==> src/rtl/gpio_bank.sv <==
// gpio_bank: WIDTH-bit GPIO with direction, set/clear/toggle,
// synchronised input readback and edge-detect interrupts on the PicoRV32 bus.
module gpio_bank #(
    parameter logic [31:0]      BASE    = 32'h0000_0000,
    parameter int               WIDTH   = 8,
    parameter logic [WIDTH-1:0] RST_OUT = '0
) (
    input  logic             clk,
    input  logic             reset,
    input  logic             mem_valid,
    input  logic [31:0]      mem_addr,
    input  logic [31:0]      mem_wdata,
    input  logic [3:0]       mem_wstrb,
    input  logic             mem_ready,
    output logic             mem_port_ready,
    output logic [31:0]      mem_rdata,
    input  logic [WIDTH-1:0] gpio_in,
    output logic [WIDTH-1:0] gpio_out,
    output logic [WIDTH-1:0] gpio_oe,
    output logic             irq
);

    typedef enum logic {
        IDLE,
        ACK
    } state_t;

    state_t state_q, state_d;
    logic   busy_q, busy_d;
    logic   sel, accept, wr;

    logic [WIDTH-1:0] out_q, out_d;
    logic [WIDTH-1:0] dir_q, dir_d;
    logic [WIDTH-1:0] ien_q, ien_d;
    logic [WIDTH-1:0] stat_q, stat_d;
    logic [WIDTH-1:0] edge_q, edge_d;
    logic [WIDTH-1:0] s1_q, s2_q, prev_q;
    logic [WIDTH-1:0] ev, stat_clr;
    logic [WIDTH-1:0] bm, d, rd;
    logic [31:0]      bm32, d32, rdata_d, rdata_q;

    logic [3:0] idx;
    logic hit_out, hit_dir, hit_in, hit_set, hit_clr;
    logic hit_tgl, hit_ien, hit_stat, hit_edge;

    assign sel = mem_valid && (mem_addr[31:6] == BASE[31:6]);
    assign idx = mem_addr[5:2];

    assign hit_out  = (idx == 4'd0);
    assign hit_dir  = (idx == 4'd1);
    assign hit_in   = (idx == 4'd2);
    assign hit_set  = (idx == 4'd3);
    assign hit_clr  = (idx == 4'd4);
    assign hit_tgl  = (idx == 4'd5);
    assign hit_ien  = (idx == 4'd6);
    assign hit_stat = (idx == 4'd7);
    assign hit_edge = (idx == 4'd8);

    // busy holds off a second ack until the master drops mem_valid
    always_comb begin
        state_d = state_q;
        busy_d  = busy_q;
        accept  = 1'b0;
        if (!mem_valid)
            busy_d = 1'b0;
        unique case (state_q)
            IDLE: begin
                if (sel && !mem_ready && !busy_q && !reset) begin
                    accept  = 1'b1;
                    state_d = ACK;
                    busy_d  = 1'b1;
                end
            end
            ACK: state_d = IDLE;
        endcase
    end

    assign wr = accept && (mem_wstrb != 4'b0000);

    assign bm32 = {{8{mem_wstrb[3]}}, {8{mem_wstrb[2]}},
                   {8{mem_wstrb[1]}}, {8{mem_wstrb[0]}}};
    assign d32  = mem_wdata & bm32;
    assign bm   = bm32[WIDTH-1:0];
    assign d    = d32[WIDTH-1:0];

    always_comb begin
        rd = '0;
        unique case (1'b1)
            hit_out:  rd = out_q;
            hit_dir:  rd = dir_q;
            hit_in:   rd = s2_q;
            hit_ien:  rd = ien_q;
            hit_stat: rd = stat_q;
            hit_edge: rd = edge_q;
            default:  rd = '0;
        endcase
    end

    always_comb begin
        rdata_d = '0;
        rdata_d[WIDTH-1:0] = rd;
    end

    always_comb begin
        out_d  = out_q;
        dir_d  = dir_q;
        ien_d  = ien_q;
        edge_d = edge_q;
        if (wr) begin
            unique case (1'b1)
                hit_out:  out_d  = (out_q & ~bm) | d;
                hit_set:  out_d  = out_q | d;
                hit_clr:  out_d  = out_q & ~d;
                hit_tgl:  out_d  = out_q ^ d;
                hit_dir:  dir_d  = (dir_q & ~bm) | d;
                hit_ien:  ien_d  = (ien_q & ~bm) | d;
                hit_edge: edge_d = (edge_q & ~bm) | d;
                default:  ;
            endcase
        end
    end

    // a fresh event outranks a same-cycle write-1-to-clear
    assign stat_clr = (wr && hit_stat) ? d : '0;
    assign ev       = (edge_q & ~s2_q & prev_q) | (~edge_q & s2_q & ~prev_q);
    assign stat_d   = (stat_q & ~stat_clr) | ev;

    always_ff @(posedge clk) begin
        if (reset) begin
            state_q <= IDLE;
            busy_q  <= 1'b0;
            rdata_q <= '0;
            out_q   <= RST_OUT;
            dir_q   <= '0;
            ien_q   <= '0;
            stat_q  <= '0;
            edge_q  <= '0;
            s1_q    <= '0;
            s2_q    <= '0;
            prev_q  <= '0;
        end else begin
            state_q <= state_d;
            busy_q  <= busy_d;
            rdata_q <= accept ? rdata_d : '0;
            out_q   <= out_d;
            dir_q   <= dir_d;
            ien_q   <= ien_d;
            stat_q  <= stat_d;
            edge_q  <= edge_d;
            s1_q    <= gpio_in;
            s2_q    <= s1_q;
            prev_q  <= s2_q;
        end
    end

    assign mem_port_ready = (state_q == ACK);
    assign mem_rdata      = rdata_q;
    assign gpio_out       = out_q;
    assign gpio_oe        = dir_q;
    assign irq            = |(stat_q & ien_q);

    logic unused_bits;
    assign unused_bits = ^{mem_addr[1:0], d32, bm32};

endmodule

==> config.mk <==
export PLATFORM = sky130hd
export DESIGN_NAME = gpio_bank
export DESIGN_NICKNAME = d
export VERILOG_FILES = /design/src/rtl/gpio_bank.sv
export SDC_FILE = /design/constraint.sdc
export NUM_CORES = 1
export LEC_CHECK = 0
export CORE_MARGIN = 1.5
export CORE_UTILIZATION = 45
export DETAILED_ROUTE_END_ITERATION = 8
export PLACE_DENSITY = 0.78
export SLEW_MARGIN = 20
export SYNTH_ARGS = -nofsm -noshare
export SYNTH_HDL_FRONTEND = slang
export SYNTH_SLANG_ARGS = --single-unit
==> constraint.sdc <==
create_clock -name clk -period 3 [get_ports clk]
set_clock_uncertainty 0.1 [all_clocks]
set_input_delay 0.9 -clock clk [delete_from_list [all_inputs] [get_ports clk]]
set_output_delay 0.9 -clock clk [all_outputs]
set_load 0.01 [all_outputs]
==> results_dict.tcl, run 1 <==
set metrics [dict create \
    outcome "finished clean" \
    crit_fanout 9 \
    startpoint "mem_addr[25]" \
    clk_latency_ps 350 \
    area_growth_pct 30.55 \
    p_leak_nw 1.735 \
    hp-class "flop to flop" \
    cellPowerDensity_nw_per_um2 425.2 \
    slew_headroom_pct 60.69 \
    startpoint_type "input port" \
    root_buffer "clkbuf_8" \
    synth_cell_types 44 \
    multi_input_area_um2 1923 \
    dpl.hpwl_mm 6.773 \
    drive_above_1_share_pct 11.42 \
    coreArea_um2 7727 \
    die_y_um 92.39 \
    worst_pin_slew_ps 589.6 \
    postCtsSetupRepairBufs 0 \
    final_nets 558 \
    die_area_um2 8536 \
    avgSynthCellArea_um2 9.513 \
    reg2reg_slack_ps 1130 \
    worstPathArrival_ps 2720 \
    viasPerCell 5.360 \
    regArea_um2 1481 \
    drt_iter0_drc 170 \
    routabilityCongestion 0.8481 \
    fmax_mhz 382.8 \
    io_pins 130 \
    holdCritStartpoint "s1_q[0]" \
    slew_violations 0 \
    cp.required_ps 3100 \
    drc 0 \
    final_common_cell "clkdlybuf4s50_1" \
    dp_slack_ps 28.48 \
    hold_buffers 0 \
    num_rows 32 \
    irDropWorstVdd_mv 0.2792 \
    cts_resized 0 \
    yosysSeqAreaShare_pct 41.20 \
    synth_cells 378 \
    slowest_stage "clkdlybuf4s50_1" \
    via_count 3082 \
    start_util_pct 46.53 \
    cts_made_buffers 9 \
    antenna_found_initial 0 \
    track_usage_pct 21.91 \
    fin_crit_sh_pct 87.08 \
    clock-sinks 74 \
    cp_num_buf_inv 2 \
    drtAntennaViolNets 0 \
    rsz0062_at_grt "false" \
    fin_tns_setup_ps 0 \
    clk_pin_slew_ps 70 \
    path_class "input port to flop" \
    cts_htree_levels 3 \
    synth.ff_latch_count 74 \
    dr.pass1.iters 5 \
    cpPeakStageDelay_ps 430 \
    tritoncts "yes" \
    cts_max_path_buffers 2 \
    yosys_warnings 0 \
    end_kind "flop" \
    grt_max_degree 60 \
    die_w_um 92.39 \
    overflow 0 \
    hold_violations 0 \
    grt_pass1_wl_mm 14.55 \
    port_buffers 79 \
    grt_pass1_vias 2980 \
    setup_ws_ps 387.7 \
    period_minus_slack_ps 2612 \
    timing.max_cap.violations 0 \
    final_cell_mix "clkdlybuf4s50_1 (78), dfxtp_1 (74), nor2_1 (62)" \
    crit_family "simple AND/OR/NAND/NOR gates" \
    crit_chain "clkdlybuf4s50_1 -> nor4_2 -> nand4_4 -> or2_1 -> buf_4 -> o31ai_1 -> a21oi_1" \
    setup_viol 0 \
    fill_cells 649 \
    netlist_area_um2 3596 \
    n_antenna_cell 0 \
    wire_per_inst_um 15.35 \
    reg2reg_from "busy_q" \
    wl_mm 8.824 \
]
-- path summary, 6_finish.rpt --
path	endpoint	cells past startpoint
worst min-delay path	s2_q[0]	1
worst max-delay path	stat_q[3]	7
worst max register to register	stat_q[3]	6
worst min register to register	s2_q[0]	1
-- final cells by class --
cell class                      count  share of cell area [%]
Multi-Input combinational cell    284                   40.96
Sequential cell                    74                   31.56
Timing Repair Buffer               99                   20.47
Clock buffer                       12                   3.305
Tap cell                          102                   2.719
Clock inverter                      2                  0.7996
Inverter                            2                  0.1866
-- report_power, final --
group | switching [mW] | total (mW) | internal [mW]
registers | 0.0122 | 1.01 | 1.00
logic | 0.112 | 0.219 | 0.107
clock network | 0.343 | 0.764 | 0.421
-- cell usage after synthesis --
library cell | n | area share [%]
xnor2_1 | 1 | 0.24
ha_1 | 8 | 2.8
o2bb2ai_1 | 9 | 2.2
buf_2 | 2 | 0.28
a31oi_1 | 1 | 0.17
nand3b_1 | 1 | 0.21
a31oi_2 | 1 | 0.35
nand4_4 | 2 | 1.2
nand2_1 | 25 | 2.6
nand4_1 | 1 | 0.17
nand4b_4 | 1 | 0.66
a221oi_1 | 7 | 1.7
buf_4 | 24 | 5.0
buf_1 | 3 | 0.31
nor2_1 | 62 | 6.5
nor3b_1 | 1 | 0.21
and2b_1 | 1 | 0.21
mux2i_1 | 33 | 9.2
or2_1 | 1 | 0.17
nor3_4 | 3 | 1.4
o31ai_4 | 1 | 0.59
nor4_1 | 1 | 0.17
nor4_2 | 3 | 1.0
nand3_1 | 2 | 0.28
clkinv_2 | 1 | 0.14
a22oi_1 | 10 | 2.1
o22ai_1 | 4 | 0.70
and2_1 | 1 | 0.17
dfxtp_1 | 74 | 41
o31ai_1 | 7 | 1.5
nor4_4 | 4 | 2.4
buf_6 | 3 | 0.94
and3_1 | 1 | 0.17
o32ai_1 | 3 | 0.73
o21ai_0 | 4 | 0.56
conb_1 | 1 | 0.10
a222oi_1 | 1 | 0.28
inv_1 | 1 | 0.10
clkbuf_1 | 9 | 0.94
nor4b_4 | 2 | 1.3
a21oi_1 | 29 | 4.0
or2_2 | 1 | 0.17
nor2b_1 | 27 | 4.7
or3b_2 | 1 | 0.24
-- stage by stage --
| step | power (mW) | hold WS [ps] | instances | util, % | area (um2) |
|---|---|---|---|---|---|
| floorplan | 1.157 | 313.8 | 401 | - | 3682 |
| global placement | 1.247 | 320.1 | 561 | 58.26 | 4502 |
| detailed placement | 1.253 | 320.4 | 561 | 58.26 | 4502 |
| CTS | 2.012 | 337.7 | 575 | 60.75 | 4695 |
| global route | 2.073 | 353.7 | 575 | 60.75 | 4695 |
| finish | 1.996 | 335.1 | 575 | 60.75 | 4695 |
-- per-layer routing --
metal	GRT usage, %	wire length, um	up-vias
met5	0	0	-
met3	3.859	575	15
li1	-	-	1481
met1	28.43	3770	1459
met4	8.718	172	0
met2	35.97	4306	127
-- worst register-to-register path, cell delays in order (launching register included) --
cell	delay, ps
dfxtp_1	310
nor3b_1	320
nand4_4	130
or2_1	290
buf_4	200
o31ai_1	260
a21oi_1	110
-- cell families after synthesis --
logic type	Yosys count	synth area share [%]
xor+xnor	1	0.2436
mux	33	9.186
compound gates	77	14.86
simple gates	141	23.90
flops	74	41.20
other cells	1	0.1043
buf+inv	43	7.724
fa+ha+maj	8	2.784
(Power assumes the default switching activity.)
==> inputs of run 2 (changes only) <==
- SETUP_SLACK_MARGIN: not set -> 0.3
==> run 2 against run 1 <==
Power about the same. Setup slack got worse by 1.2 ps. Clock power about the same. Global-route usage unchanged. Register-to-register slack improved by 50 ps. Critical path depth unchanged. Die area unchanged. Non-clock buffer count unchanged. Combinational power about the same. Routed wire length about the same. Sequential share of layout area decreased by 0.10 points. Critical path type unchanged. Largest cell class unchanged. Highest routed layer unchanged.
==> results_dict.tcl, run 2 (same netlist as run 1, synthesis figures left out) <==
set metrics [dict create \
    outcome "finished clean" \
    drive_above_1_share_pct 12.05 \
    cellPowerDensity_nw_per_um2 424.1 \
    dpl.hpwl_mm 6.773 \
    slew_headroom_pct 60.99 \
    die_w_um 92.39 \
    grt_pass1_vias 2980 \
    dr.pass1.iters 5 \
    slew_violations 0 \
    area_growth_pct 30.97 \
    final_common_cell "clkdlybuf4s50_1" \
    io_pins 130 \
    cp.required_ps 3110 \
    crit_fanout 10 \
    setup_ws_ps 386.5 \
    root_buffer "clkbuf_8" \
    fill_cells 649 \
    crit_chain "clkdlybuf4s50_1 -> nor4b_4 -> nand2_1 -> nor3_4 -> buf_4 -> mux2i_1 -> nor2_1" \
    worst_pin_slew_ps 585.2 \
    routabilityCongestion 0.8481 \
    fin_tns_setup_ps 0 \
    setup_viol 0 \
    cpPeakStageDelay_ps 720 \
    coreArea_um2 7727 \
    overflow 0 \
    via_count 3041 \
    fin_cells 575 \
    end_kind "flop" \
    die_y_um 92.39 \
    cts_made_buffers 9 \
    cts_htree_levels 3 \
    clk_latency_ps 340 \
    regArea_um2 1481 \
    final_nets 558 \
    antenna_found_initial 0 \
    cts_max_path_buffers 2 \
    placed_cells 561 \
    wl_mm 8.831 \
    fin_crit_sh_pct 87.12 \
    clock-sinks 74 \
    num_rows 32 \
    start_util_pct 46.53 \
    grt_max_degree 60 \
    track_usage_pct 21.91 \
    die_area_um2 8536 \
    drtAntennaViolNets 0 \
    clk_pin_slew_ps 70 \
    hp-class "flop to flop" \
    period_minus_slack_ps 2613 \
    hold_violations 0 \
    wire_per_inst_um 15.36 \
    tritoncts "yes" \
    dp_slack_ps 28.48 \
    rsz0062_at_grt "false" \
    timing.max_cap.violations 0 \
    drt_iter0_drc 219 \
    final_cell_mix "clkdlybuf4s50_1 (78), dfxtp_1 (74), nor2_1 (62)" \
    drc 0 \
    startpoint_type "input port" \
    multi_input_area_um2 1938 \
    hold_buffers 0 \
    irDropWorstVdd_mv 0.2796 \
    n_antenna_cell 0 \
    path_class "input port to flop" \
    viasPerCell 5.289 \
    fmax_mhz 382.6 \
    p_leak_nw 1.738 \
    worstPathArrival_ps 2720 \
    slowest_stage "clkdlybuf4s50_1" \
    port_buffers 79 \
    grt_pass1_wl_mm 14.55 \
]
## run 2: repair_timing
| item | in CTS | in global routing |
|---|---|---|
| endpoints found under the hold margin | 0 | 0 |
| setup buffers | 0 | 0 |
| endpoints found under the setup margin | 0 | 2 |
| gates resized for setup | 0 | 3 |
## run 2: final cells by class
type                    instances  share of cell area [%]
multi-input cells             284                   41.15
well taps                     102                   2.710
clock buffers                  12                   3.294
clock inverters                 2                  0.7970
inverters                       2                  0.1860
repair buffers                 99                   20.40
flip-flops and latches         74                   31.46
## run 2: through the flow
stage               utilization (%)  power (mW)  hold WS, ps  area (um2)
floorplan                         -       1.157        313.8        3682
global placement              58.26       1.247        320.1        4502
detailed placement            58.26       1.253        320.4        4502
CTS                           60.75       2.012        337.7        4695
global route                  60.95       2.074        353.7        4710
finish                        60.95       1.997        335.1        4710
## run 2: worst paths after layout
kind,start,endpoint,slack (ps),depth (start not counted)
min,s1_q[0],s2_q[0],340,1
max,mem_addr[2],flop,390,7
min reg2reg,s1_q[0],s2_q[0],340,1
max reg2reg,mem_port_ready,flop,1180,7
## run 2: where the power goes
part	internal (mW)	switching [mW]	total (mW)
logic	0.108	0.112	0.220
clock network	0.421	0.343	0.764
registers	1.00	0.0122	1.01
## run 2: worst max-delay path, delay by kind of cell
family        cells  cell delay (ps)
buf+inv           2              940
simple gates      4              670
mux               1              200
## run 2: routing by layer
| metal | part of all wire, % | up-vias | global-route usage [%] |
|---|---|---|---|
| li1 | - | 1475 | - |
| met1 | 41 | 1439 | 28.43 |
| met2 | 49 | 111 | 35.97 |
| met3 | 7.7 | 16 | 3.859 |
| met4 | 1.9 | 0 | 8.718 |
| met5 | 0 | - | 0 |
==> inputs of run 3 (changes only) <==
- ABC_AREA: not set -> 1
- CORE_UTILIZATION: 45 -> 46
- PLACE_DENSITY: 0.78 -> 0.77
==> run 3 against run 2 <==
Power grew 4.6%. First-iteration DRC count is 3.2% lower. Maximum frequency rose by 3.0%. Die area rose by 7.5%. Sequential power about the same. Combinational power fell by 2%. Synthesized cell count is 60% higher. Clock power increased by 13%. Setup slack better by 76 ps. Routed wire length is 18% higher. Clock-buffer cell count down 2.
==> results_dict.tcl, run 3 <==
set metrics [dict create \
    cp.required_ps 2000 \
    reg2reg_from "busy_q" \
    start_util_pct 47.75 \
    reg2reg_slack_ps 1400 \
    root_buffer "clkbuf_8" \
    wl_mm 10.38 \
    fin_tns_setup_ps 0 \
    synth_common_cells "nand2_1 (140), nor2_1 (137), inv_1 (90), dfxtp_1 (74)" \
    synth_cell_types 25 \
    coreArea_um2 8299 \
    startpoint_type "flop" \
    reg2reg_depth 8 \
    synthDominantCellAreaShare_pct 37.39 \
    avgSynthCellArea_um2 6.561 \
    timing.max_cap.violations 0 \
    fmax_mhz 394.0 \
    final_util_pct 60.03 \
    yosysSeqAreaShare_pct 37.39 \
    clk_latency_ps 360 \
    final_common_cell "nand2_1" \
    io_pins 130 \
    slowest_stage "dfxtp_1" \
    antenna_found_initial 0 \
    r2r-end "gpio_out[2]" \
    period_minus_slack_ps 2538 \
    outcome "finished clean" \
    final_nets 777 \
    hold_violations 0 \
    hold_depth 2 \
    die_area_um2 9180 \
    synth_ff_type "dfxtp_1" \
    yosysMostFrequentCell "nand2_1" \
    end_kind "output pin" \
    die_y_um 95.81 \
    viasPerCell 4.917 \
    grt_pass1_vias 3492 \
    synth.ff_latch_count 74 \
    cpPeakStageDelay_ps 300 \
    slew_violations 0 \
    rsz0062_at_grt "false" \
    holdCritStartpoint "s1_q[5]" \
    cts_made_buffers 9 \
    fill_cells 747 \
    regArea_um2 1481 \
    path_class "flop to output pin" \
    overflow 0 \
    yosys.area.top_type "dfxtp_1" \
    hp-class "flop to flop" \
    p_leak_nw 2.363 \
    cts_htree_levels 3 \
    synth_edf_count 0 \
    cellPowerDensity_nw_per_um2 419.1 \
    dpl.hpwl_mm 7.483 \
    drt_iter0_drc 212 \
    port_buffers 79 \
    worstHoldEndpoint "s2_q[5]" \
    wire_per_inst_um 12.99 \
    tritoncts "yes" \
    multi_input_area_um2 1929 \
    n_antenna_cell 0 \
    track_usage_pct 22.31 \
    drtAntennaViolNets 0 \
    dp_slack_ps 205.5 \
    cts_max_path_buffers 2 \
    drc 0 \
    clock-sinks 74 \
    dr.pass1.iters 5 \
    fin_crit_sh_pct 84.60 \
    synth_cells 604 \
    netlist_area_um2 3963 \
    die_w_um 95.81 \
    routabilityCongestion 0.8968 \
    drive_above_1_share_pct 7.493 \
    final_cell_mix "nand2_1 (140), nor2_1 (137), inv_1 (90)" \
    setup_viol 0 \
    yosys_warnings 0 \
    clk_pin_slew_ps 80 \
    grt_pass1_wl_mm 15.63 \
    setup_ws_ps 462.0 \
    async_flop_share_pct 0 \
    via_count 3929 \
    grt_max_degree 33 \
    irDropWorstVdd_mv 0.4953 \
    crit_fanout 3 \
    num_rows 33 \
    crit_chain "inv_1 -> o21ai_0 -> a221oi_1 -> nand2_1 -> dlygate4sd2_1" \
    worstPathArrival_ps 1540 \
    area_growth_pct 25.73 \
    synth.area.top_cells "dfxtp_1 (37%), nand2_1 (13%), nor2_1 (13%)" \
]
run 3: cell count changes after synthesis, moves of 9 or more:
cell       change
nand3_1       +16
a22oi_1       -10
o22ai_1       +10
nor2_1        +75
o2bb2ai_1      -9
inv_1         +89
nor2b_1       -27
nand2_1      +115
o21ai_0       +20
nand2_2        +9
mux2i_1       -33
a21oi_1       -11
run 3: final cells by class:
class,count,area share (%)
multi-input cells,420,38.72
flip-flops and latches,74,29.73
repair buffers,88,17.20
inverters,96,7.333
well taps,105,2.637
clock buffers,10,2.562
clock inverters,6,1.808
run 3: critical path: cells and delay by family (launching register included):
family / cells / cell delay (ps)
buffers and inverters: 2 / 380
flip-flops: 1 / 300
AND/OR/NAND/NOR: 1 / 100
AO/OA/AOI/OAI: 2 / 400
run 3: how the worst max path moves through the flow:
| stage | to |
|---|---|
| finish | irq |
| global route | irq |
| CTS | irq |
| detailed placement | gpio_out[2] |
| global placement | flop |
| floorplan | gpio_out[0] |
run 3: cells by family after synthesis:
group,after synthesis,share of synthesized area [%]
buf+inv,133,16.10
compound gates,58,7.957
simple gates,330,35.93
fa+ha+maj,8,2.526
flops,74,37.39
other cells,1,0.09464
run 3: where the power goes:
group          switching (mW)  internal [mW]
Clock                   0.392          0.472
Combinational           0.118         0.0967
Sequential            0.00948           1.00
Total                   0.520           1.57
run 3: routing by layer:
layer  GRT usage (%)  wire length (um)
met3           4.502               802
met2           40.79              5131
met4           9.191               186
met5               0                 0
met1           24.98              4257
run 3: through the flow:
stage / cell area (um2) / std cells / power [mW] / hold WS, ps
global placement: 4766 / 783 / 1.238 / 291.2
CTS: 4982 / 799 / 2.096 / 306.4
detailed placement: 4766 / 783 / 1.245 / 295.3
floorplan: 4049 / 627 / 1.154 / 288.3
global route: 4982 / 799 / 2.163 / 316.0
finish: 4982 / 799 / 2.088 / 304.7
run 3: what timing repair did:
| item | in CTS | in global routing |
|---|---|---|
| setup buffers | 0 | 0 |
| hold buffers | 0 | 0 |
| gates resized for setup | 1 | 0 |
| setup endpoints to repair | 1 | 0 |
